--- src/rtl/net_access_ctrl.sv ---
// Econet transmit-side line access controller: arbitrates the transmitter between the
// ack generator and the host path, then sequences line settle, flag fill, send and abort.
module net_access_ctrl #(
  parameter int unsigned SETTLE       = 16,
  parameter int unsigned FILL         = 8,
  parameter int unsigned BUSY_TO      = 65535,
  parameter int unsigned START_TO     = 1024,
  parameter bit          RX_DURING_TX = 1'b0
) (
  input  logic       mclk,
  input  logic       reset_n,
  input  logic       ack_req,
  output logic       ack_gnt,
  input  logic       host_req,
  output logic       host_gnt,
  output logic       done,
  output logic [1:0] status,
  input  logic       idle,
  input  logic       no_clock,
  input  logic       txen,
  input  logic       tx_jabber,
  input  logic       tx_error,
  output logic       flag_fill,
  output logic       tx_go,
  output logic       tx_abort,
  output logic       rx_enable
);

  localparam logic [2:0] S_IDLE  = 3'd0;
  localparam logic [2:0] S_WAIT  = 3'd1;
  localparam logic [2:0] S_FILL  = 3'd2;
  localparam logic [2:0] S_SEND  = 3'd3;
  localparam logic [2:0] S_DRAIN = 3'd4;
  localparam logic [2:0] S_ABORT = 3'd5;
  localparam logic [2:0] S_DONE  = 3'd6;

  localparam logic [1:0] ST_OK    = 2'b00;
  localparam logic [1:0] ST_NOCLK = 2'b01;
  localparam logic [1:0] ST_BUSY  = 2'b10;
  localparam logic [1:0] ST_FAULT = 2'b11;

  localparam logic [15:0] SETTLE_C   = SETTLE[15:0];
  localparam logic [15:0] FILL_C     = FILL[15:0];
  localparam logic [15:0] BUSY_C     = BUSY_TO[15:0];
  localparam logic [15:0] START_C    = START_TO[15:0];

  logic [3:0]  sync1, sync2;
  logic        idle_s, no_clock_s, txen_s, jabber_s;
  logic [2:0]  state, state_d;
  logic        owner_ack, owner_d;
  logic [15:0] cnt, cnt_d, dwell, dwell_d;
  logic        txen_seen, seen_d;
  logic [1:0]  status_q, status_d;
  logic        run;
  logic        req_own;
  logic        fault;

  function automatic logic [15:0] sat_inc(input logic [15:0] v);
    return (v == 16'hFFFF) ? v : v + 16'd1;
  endfunction

  // Two-flop synchronisers for the netclk-domain line status inputs.
  // NOTE: sequential state always uses non-blocking assignments so every flop samples pre-edge values.
  always_ff @(posedge mclk or negedge reset_n) begin
    if (!reset_n) begin
      sync1 <= '0;
      sync2 <= '0;
    end else begin
      sync1 <= {tx_jabber, txen, no_clock, idle};
      sync2 <= sync1;
    end
  end

  assign idle_s     = sync2[0];
  assign no_clock_s = sync2[1];
  assign txen_s     = sync2[2];
  assign jabber_s   = sync2[3];

  assign req_own = owner_ack ? ack_req : host_req;
  assign fault   = tx_error || jabber_s;

  // NOTE: every variable gets a default at the top of the block so no path can infer a latch.
  always_comb begin
    state_d  = state;
    owner_d  = owner_ack;
    cnt_d    = sat_inc(cnt);
    dwell_d  = dwell;
    seen_d   = txen_seen;
    status_d = status_q;
    case (state)
      S_IDLE: begin
        cnt_d   = '0;
        dwell_d = '0;
        seen_d  = 1'b0;
        if (ack_req) begin
          owner_d = 1'b1;
          state_d = S_WAIT;
        end else if (host_req) begin
          owner_d = 1'b0;
          state_d = S_WAIT;
        end
      end
      S_WAIT: begin
        dwell_d = sat_inc(dwell);
        cnt_d   = idle_s ? sat_inc(cnt) : '0;
        if (!req_own) begin
          state_d = S_IDLE;
        end else if (no_clock_s) begin
          state_d  = S_DONE;
          status_d = ST_NOCLK;
        end else if (idle_s && sat_inc(cnt) >= SETTLE_C) begin
          state_d = S_FILL;
          cnt_d   = '0;
        end else if (sat_inc(dwell) >= BUSY_C) begin
          state_d  = S_DONE;
          status_d = ST_BUSY;
        end
      end
      S_FILL: begin
        if (!req_own) begin
          state_d = S_IDLE;
        end else if (sat_inc(cnt) >= FILL_C) begin
          state_d = S_SEND;
          cnt_d   = '0;
        end
      end
      S_SEND: begin
        if (txen_s) seen_d = 1'b1;
        if (fault) begin
          state_d = S_ABORT;
        end else if (txen_seen || txen_s) begin
          if (!req_own) state_d = S_DRAIN;
        end else if (sat_inc(cnt) >= START_C) begin
          state_d = S_ABORT;
        end
      end
      S_DRAIN: begin
        if (fault) begin
          state_d = S_ABORT;
        end else if (!txen_s) begin
          state_d  = S_DONE;
          status_d = ST_OK;
        end
      end
      S_ABORT: begin
        if (!txen_s) begin
          state_d  = S_DONE;
          status_d = ST_FAULT;
        end
      end
      S_DONE:  state_d = S_IDLE;
      default: state_d = S_IDLE;
    endcase
  end

  // NOTE: only control state is reset; there is no storage array here needing a reset-free path.
  always_ff @(posedge mclk or negedge reset_n) begin
    if (!reset_n) begin
      state     <= S_IDLE;
      owner_ack <= 1'b0;
      cnt       <= '0;
      dwell     <= '0;
      txen_seen <= 1'b0;
      status_q  <= ST_OK;
      run       <= 1'b0;
    end else begin
      state     <= state_d;
      owner_ack <= owner_d;
      cnt       <= cnt_d;
      dwell     <= dwell_d;
      txen_seen <= seen_d;
      status_q  <= status_d;
      run       <= 1'b1;
    end
  end

  // run holds rx_enable low through reset and for the first edge after release.
  assign ack_gnt   = owner_ack && (state != S_IDLE);
  assign host_gnt  = !owner_ack && (state != S_IDLE);
  assign flag_fill = (state == S_FILL) || (state == S_SEND);
  assign tx_go     = (state == S_SEND);
  assign tx_abort  = (state == S_ABORT);
  assign done      = (state == S_DONE);
  assign status    = status_q;
  assign rx_enable = run && (RX_DURING_TX ||
                     !((state == S_SEND) || (state == S_DRAIN) || (state == S_ABORT)));

endmodule

--- config.mk ---
export PLATFORM = sky130hd
export DESIGN_NAME = net_access_ctrl
export DESIGN_NICKNAME = d
export VERILOG_FILES = /design/src/rtl/net_access_ctrl.sv
export SDC_FILE = /design/constraint.sdc
export NUM_CORES = 1
export LEC_CHECK = 0
export BUFFER_PORTS_ARGS = -buffer_cell sky130_fd_sc_hd__buf_2
export CELL_PAD_IN_SITES_DETAIL_PLACEMENT = 0
export CELL_PAD_IN_SITES_GLOBAL_PLACEMENT = 2
export CORE_MARGIN = 8
export CORE_UTILIZATION = 41
export DETAILED_ROUTE_END_ITERATION = 8
export GPL_TIMING_DRIVEN = 0
export PLACE_DENSITY = 0.85
export SETUP_SLACK_MARGIN = 0.5
export SYNTH_ARGS = -nofsm -noshare
export SYNTH_HDL_FRONTEND = slang
export SYNTH_SLANG_ARGS = --single-unit
--- constraint.sdc ---
create_clock -name mclk -period 7.1 [get_ports mclk]
set_input_delay 0.355 -clock mclk [delete_from_list [all_inputs] [get_ports mclk]]
set_output_delay 0.355 -clock mclk [all_outputs]
set_load 0.01 [all_outputs]
## Word-level counts from Yosys, hierarchy flattened

Cells that the tools add are included.

| cells by class | value |
|---|---|
| reduce and logical (&&, ||, !) cells | 21 |
| add/subtract/negate cells | 2 |
| order comparisons | 4 |
| equal/unequal tests | 20 |
| mux-type cells | 38 |

Operators with widths:

| kind | number |
|---|---|
| 16-bit two-way mux | 8 |
| 16-bit one-hot mux with 3 select lines | 1 |
| 3-bit two-way mux | 14 |
| 16-bit by 1-bit adder with 16-bit output (second input constant) | 2 |
| 16-bit == test (second input constant) | 2 |
| 16-bit one-hot mux with 2 select lines | 1 |
| 3-bit one-hot mux with 6 select lines | 1 |
| 16-bit by 11-bit greater-or-equal comparator with 1-bit output (second input constant) | 1 |
| 16-bit greater-or-equal comparator (second input constant) | 1 |
| 16-bit by 4-bit greater-or-equal comparator with 1-bit output (second input constant) | 1 |
| 16-bit by 5-bit greater-or-equal comparator with 1-bit output (second input constant) | 1 |
| 2-bit two-way mux | 7 |
| 3-bit != test (second input constant) | 4 |
| 3-bit == test (second input constant) | 3 |
| 2-bit != test (second input constant) | 4 |
| 7-bit AND reduction | 1 |
| 3-bit by 2-bit == test with 1-bit output (second input constant) | 2 |
| 2-bit one-hot mux with 3 select lines | 1 |
| 2-bit nonzero test | 3 |
| 3-bit nonzero test | 2 |
| 1-bit logical OR | 5 |
| 5-bit != test (second input constant) | 1 |
| 5-bit AND reduction | 1 |
| 1-bit logical AND | 4 |
| 9 further kinds | 14 |

| storage, ports and cells | value |
|---|---|
| output and inout bits | 9 |
| input port bits | 9 |
| register bits after elaboration | 48 |
| logic and storage cells | 94 |

## Logic depth before layout (Yosys ltp)

| logic depth | value |
|---|---|
| word-level depth | 8 |
| gate-level depth with buffers | 11 |
| depth with buffers taken out | 9 |

## Worst setup path before layout

OpenSTA, ideal clock, no wires.

| path | value |
|---|---|
| kind | flip-flop to flip-flop |
| start point | reg dwell[0] |
| end point | reg status_q[0], in the netlist status[0] |
| clock period less this slack | 2.652 ns |
| setup time | 0.128 ns |
| data required time | 6.972 ns |
| arrival | 2.524 ns |
| cell stages (with the launch flop) | 11 |
| path slack | 4.448 ns |
| path buffers | 1 |
| cell sequence | dfrtp_1 ha_1 clkbuf_2 nand4_1 nor3_1 a21oi_1 a2111oi_0 nand4_1 o21ba_1 o31ai_1 mux2_1 |

| between the ends | value |
|---|---|
| cells in the longest elaborated chain, start to end | 5 |
| elaborated cells on any way between the ends | 6 |
| those cells by class | add/sub (1); order compare (1); eq/ne (2); mux (1); reduce/logical (1) |

RTL lines:

| what | line | source |
|---|---|---|
| start: declaration | 51 | `logic [15:0] cnt, cnt_d, dwell, dwell_d;` |
| start signal: assignment | 170 | `dwell <= dwell_d;` |
| 16-bit by 1-bit adder with 16-bit output / 16-bit == test (equally long branches) | 59 | `return (v == 16'hFFFF) ? v : v + 16'd1;` |
| 16-bit two-way mux (*) | 59 |  |
| 16-bit greater-or-equal comparator (*) | 114 | `end else if (sat_inc(dwell) >= BUSY_C) begin` |
| 3-bit != test (no source line) (*) | n/a |  |
| 7-bit AND reduction (no source line) (*) | n/a |  |
| end signal: assignment | 172 | `status_q <= status_d;` |
| end: declaration | 53 | `logic [1:0] status_q, status_d;` |

Every way passes the cells marked *; elsewhere a longest branch is shown, timed or not.
A chain may end at the register's enable or synchronous reset.

## Final worst setup path

| path | value |
|---|---|
| start point | reg dwell[0] |
| end point | reg state[1] |

| between the ends | value |
|---|---|
| cells in the longest elaborated chain, start to end | 5 |
| elaborated cells on any way between the ends | 6 |
| those cells by class | add/sub (1); order compare (1); eq/ne (2); mux (1); reduce/logical (1) |

RTL lines:

| what | line | source |
|---|---|---|
| 16-bit by 1-bit adder with 16-bit output / 16-bit == test (equally long branches) | 59 |  |
| 16-bit two-way mux (*) | 59 |  |
| 16-bit greater-or-equal comparator (*) | 114 |  |
| 5-bit != test (no source line) (*) | n/a |  |
| 5-bit AND reduction (no source line) (*) | n/a |  |
| end signal: assignment | 167 | `state <= state_d;` |
| end: declaration | 49 | `logic [2:0] state, state_d;` |

Marked as above.

==> out/qor.yml <==
crit_path_max_incr_delay_ns: 0.72
muxShareOfSynthArea_pct: 3.75
rsz0062_at_grt: "no"
fin_crit_ns: 3.38
final_cells: 478
synth-simple-area-share_pct: 28.4
critPathCaptureType: "register"
wl_met3_um: 285
wl_per_cell_um: 15.6
worstReg2RegEnd: "state[1]"
r2r-start: "dwell[0]"
startpoint_type: "register"
whs_ns: 0.152
ys.flop_type: "dfrtp_1"
crit_fanout: 9
track_usage_pct: 15.1
path_clk_slew_ns: 0.09
cts_inserted_buffers: 5
clk_latency_ns: 0.30
ys_async_sr_fraction_pct: 100
cts_root_buf: "clkbuf_8"
die_w_um: 102
maxSlewHeadroom_pct: 24.4
synthAdderAreaFrac_pct: 0.823
wl_met2_mm: 3.31
crit_top_cell: "nand4_1"
synth_edf_count: 0
netlist_top_cells_count: "dfrtp_1, nor2_1, nand2_1"
finalCritPeriodShare_pct: 47.6
ir_drop_mv: 0.172
path_cells: "ha_1 -> clkbuf_2 -> nand4_1 -> nor3_1 -> a21oi_1 -> a2111oi_0 -> nand4_1 -> o211ai_1 -> nand3_1 -> mux2_1"
synth_largest_type_area_fraction_pct: 39.5
grt_max_degree: 49
hpwlAfterDp_mm: 5.26
seq_area_frac_synth_pct: 39.5
tns_ns: 0
first_pass_iters: 4
syn-num-nets: 365
drv_slew: 0
power_density_mw_per_mm2: 265
port_buffers: 17
status: "completed"
grt_overflow: 0
cts_setup_buffers: 0
ant_nets: 0
slowest_stage: "nor3_1"
tightestPinTransition_ns: 1.13
pre_cts_slack_ns: 3.82
synth.area.top_cells: "dfrtp_1, nor2_1, a21oi_1"
worst_ep_arrival_time_ns: 3.56
layout-drive-gt1-share_pct: 12.9
r2r_setup_slack_ns: 3.72
utilization_pct: 46.3
grt_pass1_wl_mm: 12.5
clock-sinks: 48
num-nets-final: 389
wl_met1_mm: 3.76
ys_warn_count: 0
path_depth: 10
rows: 31
power.leakage_nw: 1.40
synth_seq_cells: 48
dpl.cell_count: 470
synthXorXnorAreaFrac_pct: 2.55
vias: 2668
ios: 18
synthMostInstantiatedCell: "dfrtp_1"
initial_utilization_pct: 42.1
vias_per_cell: 5.58
worstSetupPathType: "register to register"
routed_wl_mm: 7.45
antenna_cells: 0
fin_ws_ns: 3.72
synth_top_family_by_area: "simple AND/OR/NAND/NOR gates"
routabilityCongestion: 0.846
areaGrowthSynthToFinish_pct: 9.92
core_mm2: 0.00721
die_y_um: 102
fmaxAchievable_ghz: 0.296
drv_cap: 0
endpoint: "state[1]"
synth_cells: 354
hold_viol_final: 0
clockBufferDepth: 2
grt_pass1_vias: 2498
crit_buf_inv: 1
synthDistinctLibCells: 66
fin_worst_skew_ns: 0.0130
drt_iter0_markers: 138
syn-cell-area_mm2: 0.00304
die_area_mm2: 0.0104
tritoncts: "done"
setup.worst_path.start: "dwell[0]"
setup_violations: 0
drc_errors: 0
post_cts_resized: 0
grt_antenna_before_repair: 0
h-tree-depth: 2
maxUsedRoutingLayer: "met4"
synth_compound_area_share_pct: 19.5
cts_hold_buf: 0
hp-class: "input pin to register"
crit_required_ns: 7.28
ff2ff_path_depth: 10
cp_top_family: "simple AND/OR/NAND/NOR gates"
yosys.area.top_type: "dfrtp_1"
synth.avg_cell_area_um2: 8.59
## worst min-delay path by stage
stage / startpoint / end / slack, ns / depth (start not counted)
2_1_floorplan: reset_n / cnt[0] / 0.06 / 0
6_report: idle / sync1[0] / 0.15 / 1
3_3_place_gp: sync1[3] / sync2[3] / 0.33 / 0
5_1_grt: txen / sync1[2] / 0.14 / 1
4_1_cts: idle / sync1[0] / 0.15 / 1
3_5_place_dp: sync1[1] / sync2[1] / 0.34 / 0
## layout by cell type, fill, tap and decap left out, types with 3 or more instances in the layout
cell type | netlist | routed
buf_6 | 3 | 3
xor2_1 | 3 | 3
o22ai_1 | 5 | 5
a31oi_1 | 7 | 7
a22o_1 | 3 | 3
nor2_1 | 46 | 46
nand2_1 | 27 | 27
and3_1 | 7 | 7
a21oi_1 | 22 | 22
nand4_1 | 14 | 14
xnor2_1 | 4 | 4
nand2b_1 | 4 | 4
dfrtp_1 | 48 | 48
o21ai_0 | 19 | 19
nor3_1 | 18 | 18
inv_1 | 13 | 13
clkbuf_8 | 0 | 6
a21o_1 | 5 | 5
and4_1 | 4 | 4
a21boi_0 | 3 | 3
mux2_1 | 3 | 3
a211oi_1 | 3 | 3
o31ai_1 | 3 | 3
buf_4 | 3 | 3
mux2i_1 | 8 | 8
clkbuf_1 | 9 | 9
buf_2 | 4 | 21
nand3_1 | 16 | 16
## final cells by class
class	count	area [um2]
multi-input cells	273	1670
clock inverters	2	10.0
plain buffers	20	115
inverters	13	48.8
well taps	99	124
fillers	746	3870
repair buffers	17	85.1
clock buffers	6	82.6
flip-flops and latches	48	1200
## state kept, by name, summed over array words and instances (netlist names)
| register | cells |
|---|---|
| sync1 | 4 |
| run | 1 |
| status | 2 |
| state | 3 |
| sync2 | 4 |
| txen_seen | 1 |
| cnt | 16 |
| dwell | 16 |
| owner_ack | 1 |
## report_power, final
group          leakage, nW  switching, mW  internal, mW
clock network       0.0510         0.0931        0.0779
registers            0.633         0.0304         0.311
logic                0.714          0.240         0.134
## worst register-to-register path, stage by stage, from the launching register on
cell       delay, ns
dfrtp_1         0.50
ha_1            0.19
clkbuf_2        0.19
nand4_1         0.20
nor3_1          0.72
a21oi_1         0.21
a2111oi_0       0.38
nand4_1         0.17
o211ai_1        0.16
nand3_1         0.18
mux2_1          0.35
## routing by layer
metal | global-route usage [%] | vias to the layer above
li1 | - | 1336
met1 | 21.2 | 1280
met2 | 23.5 | 45
met3 | 2.93 | 7
met4 | 2.82 | 0
met5 | 0 | -
## through the flow
step / power [mW] / instance area (um2)
6_report: 0.887 / 3340
5_1_grt: 0.959 / 3340
4_1_cts: 0.898 / 3340
3_5_place_dp: 0.723 / 3250
3_3_place_gp: 0.723 / 3250
2_1_floorplan: 0.605 / 3040
## cell families after synthesis
group,count (synthesis)
compound gates,91
other cells,1
xor+xnor,8
buf+inv,33
simple gates,160
fa+ha+maj,2
flops,48
mux,11
No activity file was read; power rests on OpenSTA's default activity.
